### config.mk
export PLATFORM = sky130hd
export DESIGN_NAME = goto_sequencer_flat
export DESIGN_NICKNAME = d
export VERILOG_FILES = /design/src/rtl/relay_pkg.sv /design/src/rtl/goto_sequencer_if.sv /design/src/rtl/goto_addr_inc.sv /design/src/rtl/goto_sequencer.sv /design/src/flat_wrapper.sv
export SDC_FILE = /design/constraint.sdc
export NUM_CORES = 1
export LEC_CHECK = 0
export CELL_PAD_IN_SITES_DETAIL_PLACEMENT = 0
export CELL_PAD_IN_SITES_GLOBAL_PLACEMENT = 1
export CORE_MARGIN = 1
export CORE_UTILIZATION = 39
export CTS_CLUSTER_DIAMETER = 50
export DETAILED_ROUTE_END_ITERATION = 6
export PLACE_DENSITY_LB_ADDON = 0.1
export SLEW_MARGIN = 10
export SYNTH_ARGS = -nofsm -noshare
export SYNTH_HDL_FRONTEND = slang
export SYNTH_SLANG_ARGS = --single-unit
### constraint.sdc
create_clock -name clk -period 4.1 [get_ports clk]
set_input_delay 0.41 -clock clk [delete_from_list [all_inputs] [get_ports clk]]
set_output_delay 0.41 -clock clk [all_outputs]
set_load 0.01 [all_outputs]
### src/rtl/relay_pkg.sv
// ============================================================================
//  relay_pkg
//  Shared types and constants for the GOTO jump sequencer.
//  Optional feature macro: GOTO_LINK_EN (adds the LINK state encoding).
//  Revision: 1.0 - initial release
// ============================================================================
`default_nettype none

package relay_pkg;

  // Default bus widths; the address is assembled from two data bytes.
  localparam int ADDR_W = 16;
  localparam int DATA_W = 8;

  // Operand byte offsets relative to the first operand address.
  localparam int unsigned OPND_HI_OFS = 0;
  localparam int unsigned OPND_LO_OFS = 1;
  localparam int unsigned OPND_LEN    = 2;

  // Sequencer states, explicitly encoded so the LINK slot stays reserved
  // whether or not the link feature is built.
  typedef enum logic [2:0] {
    IDLE     = 3'd0,
    FETCH_HI = 3'd1,
    LOAD_J1  = 3'd2,
    FETCH_LO = 3'd3,
    LOAD_J2  = 3'd4,
`ifdef GOTO_LINK_EN
    LINK     = 3'd5,
`endif
    XFER     = 3'd6,
    SKIP     = 3'd7
  } goto_state_t;

endpackage

`default_nettype wire

### src/rtl/goto_sequencer_if.sv
// ============================================================================
//  goto_sequencer_if
//  Decoder, memory and J-register signals of the GOTO sequencer.
//  master: the sequencer side.  slave: decoder / memory / register unit.
//  Optional feature macro: GOTO_LINK_EN (adds link, ld_xy, xy_data).
//  Revision: 1.0 - initial release
// ============================================================================
`default_nettype none

interface goto_sequencer_if #(
  parameter int ADDR_W = relay_pkg::ADDR_W,
  parameter int DATA_W = relay_pkg::DATA_W
);

  // Decoder side
  logic              start;
  logic              cond_ok;
  logic [ADDR_W-1:0] pc;
  // Memory read port
  logic              mem_req;
  logic [ADDR_W-1:0] mem_addr;
  logic              mem_ack;
  logic [DATA_W-1:0] mem_data;
  // Register unit
  logic [DATA_W-1:0] data_out;
  logic              ld_j1;
  logic              ld_j2;
  logic [ADDR_W-1:0] j_addr;
  logic              pc_load;
  logic [ADDR_W-1:0] pc_next;
  // Status
  logic              busy;
  logic              done;
`ifdef GOTO_LINK_EN
  logic              link;
  logic              ld_xy;
  logic [ADDR_W-1:0] xy_data;
`endif

  modport master (
    input  start, cond_ok, pc, mem_ack, mem_data, j_addr,
    output mem_req, mem_addr, data_out, ld_j1, ld_j2, pc_load, pc_next,
    output busy, done
`ifdef GOTO_LINK_EN
    , input link
    , output ld_xy, xy_data
`endif
  );

  modport slave (
    output start, cond_ok, pc, mem_ack, mem_data, j_addr,
    input  mem_req, mem_addr, data_out, ld_j1, ld_j2, pc_load, pc_next,
    input  busy, done
`ifdef GOTO_LINK_EN
    , output link
    , input ld_xy, xy_data
`endif
  );

endinterface

`default_nettype wire

### src/rtl/goto_addr_inc.sv
// ============================================================================
//  goto_addr_inc
//  Combinational operand-address adder: base+1 and base+2, wrapping
//  modulo 2^ADDR_W.  Shared by the second fetch, the skip target and the
//  link return address.
//  Revision: 1.0 - initial release
// ============================================================================
`default_nettype none

module goto_addr_inc #(
  parameter int ADDR_W = relay_pkg::ADDR_W
) (
  input  logic [ADDR_W-1:0] base,
  output logic [ADDR_W-1:0] plus1,
  output logic [ADDR_W-1:0] plus2
);

  import relay_pkg::*;

  // Truncation to ADDR_W bits gives the required wrap-around.
  assign plus1 = base + ADDR_W'(OPND_LO_OFS);
  assign plus2 = base + ADDR_W'(OPND_LEN);

endmodule

`default_nettype wire

### src/rtl/goto_sequencer.sv
// ============================================================================
//  goto_sequencer
//  Multi-cycle GOTO sequencer: fetches the two operand bytes, strobes them
//  into J1/J2, then loads J1:J2 into the PC.  A false condition skips the
//  operands and advances the PC by two.
//  Optional feature macro: GOTO_LINK_EN (saves pc+2 into XY before jumping).
//  Revision: 1.0 - initial release
// ============================================================================
`default_nettype none

module goto_sequencer #(
  parameter int ADDR_W = relay_pkg::ADDR_W,
  parameter int DATA_W = relay_pkg::DATA_W
) (
  input  logic             clk,
  input  logic             reset,
  goto_sequencer_if.master bus
);

  import relay_pkg::*;

  goto_state_t       state;
  logic [ADDR_W-1:0] pc_lat;
  logic [DATA_W-1:0] byte_r;
  logic [ADDR_W-1:0] mem_addr_r;
  logic [ADDR_W-1:0] pc_next_r;
  logic              mem_req_r;
  logic              ld_j1_r;
  logic              ld_j2_r;
  logic              pc_load_r;
  logic              done_r;
  logic              busy_r;
  logic              xfer_sel;
`ifdef GOTO_LINK_EN
  logic              link_lat;
  logic              ld_xy_r;
  logic [ADDR_W-1:0] xy_data_r;
`endif

  logic [ADDR_W-1:0] inc_base;
  logic [ADDR_W-1:0] pc_plus1;
  logic [ADDR_W-1:0] pc_plus2;

  // Outputs are registered on entry to each state, so in IDLE the adder
  // must see the incoming pc (pc_lat is only written on that same edge).
  assign inc_base = (state == IDLE) ? bus.pc : pc_lat;

  goto_addr_inc #(
    .ADDR_W (ADDR_W)
  ) u_addr_inc (
    .base  (inc_base),
    .plus1 (pc_plus1),
    .plus2 (pc_plus2)
  );

  // Sequencer FSM with registered outputs.
  always_ff @(posedge clk) begin
    if (reset) begin
      state      <= IDLE;
      pc_lat     <= '0;
      byte_r     <= '0;
      mem_addr_r <= '0;
      pc_next_r  <= '0;
      mem_req_r  <= 1'b0;
      ld_j1_r    <= 1'b0;
      ld_j2_r    <= 1'b0;
      pc_load_r  <= 1'b0;
      done_r     <= 1'b0;
      busy_r     <= 1'b0;
      xfer_sel   <= 1'b0;
`ifdef GOTO_LINK_EN
      link_lat   <= 1'b0;
      ld_xy_r    <= 1'b0;
      xy_data_r  <= '0;
`endif
    end else begin
      // Strobes are single-cycle unless a state re-asserts them.
      mem_req_r <= 1'b0;
      ld_j1_r   <= 1'b0;
      ld_j2_r   <= 1'b0;
      pc_load_r <= 1'b0;
      done_r    <= 1'b0;
`ifdef GOTO_LINK_EN
      ld_xy_r   <= 1'b0;
`endif
      case (state)
        IDLE: begin
          if (bus.start) begin
            pc_lat <= bus.pc;
            busy_r <= 1'b1;
`ifdef GOTO_LINK_EN
            // A not-taken branch never links.
            link_lat <= bus.link & bus.cond_ok;
`endif
            if (bus.cond_ok) begin
              state      <= FETCH_HI;
              mem_req_r  <= 1'b1;
              mem_addr_r <= bus.pc;
            end else begin
              state     <= SKIP;
              pc_load_r <= 1'b1;
              done_r    <= 1'b1;
              pc_next_r <= pc_plus2;
            end
          end
        end
        FETCH_HI: begin
          if (bus.mem_ack) begin
            byte_r     <= bus.mem_data;
            mem_addr_r <= '0;
            ld_j1_r    <= 1'b1;
            state      <= LOAD_J1;
          end else begin
            mem_req_r <= 1'b1;
          end
        end
        LOAD_J1: begin
          state      <= FETCH_LO;
          mem_req_r  <= 1'b1;
          mem_addr_r <= pc_plus1;
        end
        FETCH_LO: begin
          if (bus.mem_ack) begin
            byte_r     <= bus.mem_data;
            mem_addr_r <= '0;
            ld_j2_r    <= 1'b1;
            state      <= LOAD_J2;
          end else begin
            mem_req_r <= 1'b1;
          end
        end
        LOAD_J2: begin
`ifdef GOTO_LINK_EN
          if (link_lat) begin
            state     <= LINK;
            ld_xy_r   <= 1'b1;
            xy_data_r <= pc_plus2;
          end else
`endif
          begin
            state     <= XFER;
            pc_load_r <= 1'b1;
            done_r    <= 1'b1;
            xfer_sel  <= 1'b1;
          end
        end
`ifdef GOTO_LINK_EN
        LINK: begin
          state     <= XFER;
          xy_data_r <= '0;
          pc_load_r <= 1'b1;
          done_r    <= 1'b1;
          xfer_sel  <= 1'b1;
        end
`endif
        XFER: begin
          state    <= IDLE;
          busy_r   <= 1'b0;
          xfer_sel <= 1'b0;
        end
        SKIP: begin
          state     <= IDLE;
          busy_r    <= 1'b0;
          pc_next_r <= '0;
        end
        default: begin
          state  <= IDLE;
          busy_r <= 1'b0;
        end
      endcase
    end
  end

  // J2 is written on the edge that enters XFER, so the jump target is taken
  // straight from the register read-back while in XFER rather than sampled
  // a cycle early.
  assign bus.pc_next  = xfer_sel ? bus.j_addr : pc_next_r;
  // The data bus carries the latched byte only while a J load is strobed.
  assign bus.data_out = (ld_j1_r | ld_j2_r) ? byte_r : '0;

  assign bus.mem_req  = mem_req_r;
  assign bus.mem_addr = mem_addr_r;
  assign bus.ld_j1    = ld_j1_r;
  assign bus.ld_j2    = ld_j2_r;
  assign bus.pc_load  = pc_load_r;
  assign bus.busy     = busy_r;
  assign bus.done     = done_r;
`ifdef GOTO_LINK_EN
  assign bus.ld_xy    = ld_xy_r;
  assign bus.xy_data  = xy_data_r;
`endif

endmodule

`default_nettype wire
### src/flat_wrapper.sv
// flat-port wrapper written by rule: the top's interface ports become plain ports
module goto_sequencer_flat import relay_pkg::*;
#(
  parameter int ADDR_W = relay_pkg::ADDR_W,
  parameter int DATA_W = relay_pkg::DATA_W
)
  (clk, reset, bus_start, bus_cond_ok, bus_pc, bus_mem_ack, bus_mem_data, bus_j_addr, bus_mem_req, bus_mem_addr, bus_data_out, bus_ld_j1, bus_ld_j2, bus_pc_load, bus_pc_next, bus_busy, bus_done);
  goto_sequencer_if #(.ADDR_W(ADDR_W), .DATA_W(DATA_W)) bus_i ();
  input  logic clk;
  input  logic reset;
  input wire logic [$bits(bus_i.start)-1:0] bus_start;
  input wire logic [$bits(bus_i.cond_ok)-1:0] bus_cond_ok;
  input wire logic [$bits(bus_i.pc)-1:0] bus_pc;
  input wire logic [$bits(bus_i.mem_ack)-1:0] bus_mem_ack;
  input wire logic [$bits(bus_i.mem_data)-1:0] bus_mem_data;
  input wire logic [$bits(bus_i.j_addr)-1:0] bus_j_addr;
  output wire logic [$bits(bus_i.mem_req)-1:0] bus_mem_req;
  output wire logic [$bits(bus_i.mem_addr)-1:0] bus_mem_addr;
  output wire logic [$bits(bus_i.data_out)-1:0] bus_data_out;
  output wire logic [$bits(bus_i.ld_j1)-1:0] bus_ld_j1;
  output wire logic [$bits(bus_i.ld_j2)-1:0] bus_ld_j2;
  output wire logic [$bits(bus_i.pc_load)-1:0] bus_pc_load;
  output wire logic [$bits(bus_i.pc_next)-1:0] bus_pc_next;
  output wire logic [$bits(bus_i.busy)-1:0] bus_busy;
  output wire logic [$bits(bus_i.done)-1:0] bus_done;
  assign bus_i.start = bus_start;
  assign bus_i.cond_ok = bus_cond_ok;
  assign bus_i.pc = bus_pc;
  assign bus_i.mem_ack = bus_mem_ack;
  assign bus_i.mem_data = bus_mem_data;
  assign bus_i.j_addr = bus_j_addr;
  assign bus_mem_req = bus_i.mem_req;
  assign bus_mem_addr = bus_i.mem_addr;
  assign bus_data_out = bus_i.data_out;
  assign bus_ld_j1 = bus_i.ld_j1;
  assign bus_ld_j2 = bus_i.ld_j2;
  assign bus_pc_load = bus_i.pc_load;
  assign bus_pc_next = bus_i.pc_next;
  assign bus_busy = bus_i.busy;
  assign bus_done = bus_i.done;
  goto_sequencer #(.ADDR_W(ADDR_W), .DATA_W(DATA_W)) u_core (.clk(clk), .reset(reset), .bus(bus_i));
endmodule
==> impl_metrics.env <==
export IMPL_netlist_instances=469
export IMPL_ys_seq_elements=65
export IMPL_crit_path_end_kind="flip-flop"
export IMPL_drcViolationCount=0
export IMPL_io_buffers=90
export IMPL_critical_path_max_fanout=19
export IMPL_viasPerCell=5.53
export IMPL_hpwl_mm=8.57
export IMPL_finalHoldViolations=0
export IMPL_reg2reg_depth=9
export IMPL_cts_hold_buf=0
export IMPL_start_kind="flip-flop"
export IMPL_required_ps=4330
export IMPL_setup_tns_ps=0
export IMPL_critPathKind="reg2reg"
export IMPL_syn_area_um2=3780
export IMPL_diodes=0
export IMPL_dieWidth_um=100
export IMPL_vdd_drop_max_v=0.000164
export IMPL_clock_fmax_mhz=323
export IMPL_synth_cell_types=62
export IMPL_start_util_pct=40.5
export IMPL_core_area_um2=9330
export IMPL_pin_count=91
export IMPL_drive_gt1_share_pct=10.6
export IMPL_cts_sinks=65
export IMPL_grt_pass1_wl_mm=18.9
export IMPL_cts_buffer_depth=2
export IMPL_maxCapViolations=0
export IMPL_path_clk_slew_ps=90
export IMPL_grt_overflow_total=0
export IMPL_slowest_stage="dfxtp_1"
export IMPL_cts_setup_buffers=0
export IMPL_rsz0062_at_grt="false"
export IMPL_grt_busiest_layer="met2"
export IMPL_yosysSeqAreaShare_pct=34.4
export IMPL_finalCritPeriodShare_pct=75.6
export IMPL_row_count=35
export IMPL_drtIter0Drc=176
export IMPL_dr_pass1_iters=4
export IMPL_skew_ps=17.7
export IMPL_postSynth_asyncResetShare_pct=0
export IMPL_met3_usage_pct=5.34
export IMPL_grt_use_total_pct=24.2
export IMPL_hold_depth=2
export IMPL_slew_viol_final=0
export IMPL_syn_nets=515
export IMPL_antenna_left=0
export IMPL_cts_buffers=9
export IMPL_vias=3735
export IMPL_grt_pass1_vias=3484
export IMPL_dpl_cell_area_um2=4730
export IMPL_wl_mm=11.6
export IMPL_syn_to_final_growth_pct=31.6
export IMPL_p_leak_uw=0.00175
export IMPL_cts_htree_levels=3
export IMPL_hold_class="reg2reg"
export IMPL_status="finished, final reports clean"
export IMPL_cts_tree="built"
export IMPL_yosysWarnings=0
export IMPL_stdcell_area_um2=4980
export IMPL_root_buffer="clkbuf_8"
export IMPL_nets=587
export IMPL_crit_chain="nor3_4 > mux2i_1 > inv_1 > ha_1 > inv_1 > or4_1 > a21boi_1 > mux2i_1 > a311oi_2"
export IMPL_cts_resized=0
export IMPL_maxSlewHeadroom_pct=38.8
export IMPL_fill_cells=928
export IMPL_grt_max_degree=32
export IMPL_die_area_um2=10100
export IMPL_gp_congestion=0.983
export IMPL_use_met1_pct=33.6
export IMPL_wl_per_cell_um=17.2
export IMPL_holdWs_ps=452
export IMPL_synth_edf_count=0
export IMPL_max_stage_delay_ps=760
export IMPL_clkLatencyLatePin_ps=360
export IMPL_antenna_found_initial=0
export IMPL_arrival_ps=3330
export IMPL_fin_crit_ps=3100
export IMPL_p_per_area_nw_per_um2=426
export IMPL_die_h_um=100
export IMPL_worst_slew_pin_slew_ps=914
export IMPL_use_met2_pct=38.3
export IMPL_syn_area_per_cell_um2=8.06
export IMPL_ys_flop_type="dfxtp_1"
export IMPL_setup_violations=0
## cells in the mapped netlist (4+ instances only)
library cell | instances | area share, %
a311oi_1 | 4 | 0.93
mux2_2 | 22 | 6.5
mux2i_1 | 23 | 6.1
nand3_1 | 20 | 2.6
nand2_1 | 84 | 8.3
o211ai_1 | 4 | 0.79
a22o_1 | 6 | 1.4
xor2_1 | 8 | 1.9
nand4_1 | 7 | 1.2
nor3_1 | 18 | 2.4
nor2b_1 | 11 | 1.8
nor2_1 | 27 | 2.7
o21ai_0 | 13 | 1.7
buf_2 | 4 | 0.53
nor4_1 | 4 | 0.66
clkbuf_1 | 20 | 2.0
inv_1 | 4 | 0.40
a21oi_1 | 38 | 5.0
and3_1 | 4 | 0.66
a31oi_1 | 6 | 0.99
and2_1 | 5 | 0.83
buf_1 | 6 | 0.60
dfxtp_1 | 65 | 34
a211oi_1 | 7 | 1.4
## final cells by class
cell class                      instances  area (um^2)  share of cell area (%)
Timing Repair Buffer                   95          933                    18.8
Tap cell                              129          161                    3.24
Sequential cell                        65         1300                    26.1
Clock buffer                            9          124                    2.49
Inverter                                4         15.0                   0.302
Multi-Input combinational cell        366         2320                    46.6
Clock inverter                          7          125                    2.51
## where the power goes
part | internal (uW) | leakage [uW] | switching (uW)
registers | 701 | 0.000532 | 69.2
clock network | 410 | 0.000124 | 286
logic | 296 | 0.00110 | 358
## cell usage in the layout (no fill, tap or decap), types with 2 or more instances in the layout
| cell type | netlist | routed |
|---|---|---|
| bufinv_16 | 0 | 3 |
| clkinv_4 | 0 | 2 |
| a21boi_0 | 2 | 2 |
| o2111ai_1 | 2 | 2 |
| nor3_1 | 18 | 17 |
| dfxtp_1 | 65 | 65 |
| nor4_1 | 4 | 4 |
| mux2i_1 | 23 | 23 |
| and4_1 | 3 | 3 |
| nor2b_1 | 11 | 11 |
| or4_4 | 2 | 2 |
| nor2_1 | 27 | 27 |
| or3_1 | 3 | 3 |
| or4_1 | 2 | 2 |
| o22ai_1 | 2 | 2 |
| a211oi_1 | 7 | 7 |
| and3_1 | 4 | 4 |
| inv_6 | 0 | 2 |
| xnor2_1 | 3 | 3 |
| clkdlybuf4s50_1 | 0 | 89 |
| a22o_1 | 6 | 6 |
| a21o_1 | 2 | 2 |
| a21oi_1 | 38 | 38 |
| nand2_1 | 84 | 84 |
| a311oi_1 | 4 | 4 |
| mux2_2 | 22 | 22 |
| and2_1 | 5 | 5 |
| a2111oi_0 | 3 | 3 |
| buf_4 | 1 | 5 |
| o211ai_1 | 4 | 4 |
| o221ai_1 | 2 | 2 |
| xor2_1 | 8 | 8 |
| nand4_1 | 7 | 7 |
| clkbuf_8 | 0 | 9 |
| inv_1 | 4 | 4 |
| a31oi_1 | 6 | 6 |
| nand3_1 | 20 | 20 |
| a32oi_1 | 2 | 2 |
| o21ai_0 | 13 | 13 |
| a221oi_1 | 3 | 3 |
## flip-flops by register name (all words and copies together) (netlist names), 3 cells and up
signal	count
u_core.byte_r	8
u_core.state	3
u_core.bus.mem_addr	16
u_core.pc_next_r	16
u_core.pc_lat	16
## per-layer routing
layer,part of all wire [%],wire (um)
met4,0.99,115
met5,0,0
met3,6.1,712
met2,45,5260
met1,48,5530
## cells by family (layout without fill, tap and decap cells)
logic type                 after synthesis  after routing  share of synthesized area, %
xor gates and xnor gates                11             11                          2.55
DFF                                     65             65                          34.4
buffers and inverters                   38            115                          4.60
and+or+nand+nor                        201            201                          26.0
AOI/OAI and AO/OA                      108            108                          19.5
muxes                                   45             45                          12.6
adders and majority gates                1              1                         0.331
## stage by stage
stage          cells  worst slack [ps]  util (%)  power (uW)
6_report         675              1000      53.4        2120
5_1_grt          675               770      53.4        2230
4_1_cts          675              1030      53.4        2130
3_5_place_dp     659               928      50.7        1440
3_3_place_gp     659              1010      50.7        1430
2_1_floorplan    469              1500         -        1170
## worst max-delay path, delay by kind of cell (launching register included)
kind,cells,cell delay (ps)
DFF,1,760
adders and majority gates,1,440
buffers and inverters,2,290
and+or+nand+nor,2,750
muxes,2,430
AOI/OAI and AO/OA,2,300
## worst paths after layout
check                                 startpoint                      end  slack [ps]
worst min-delay path            u_core.byte_r[0]         u_core.byte_r[0]         450
worst min register to register  u_core.byte_r[0]         u_core.byte_r[0]         450
worst max register to register   u_core.state[0]  u_core.bus.mem_addr[13]        1000
worst max-delay path             u_core.state[0]  u_core.bus.mem_addr[13]        1000
Note: power is estimated with default switching activity, not from simulation.
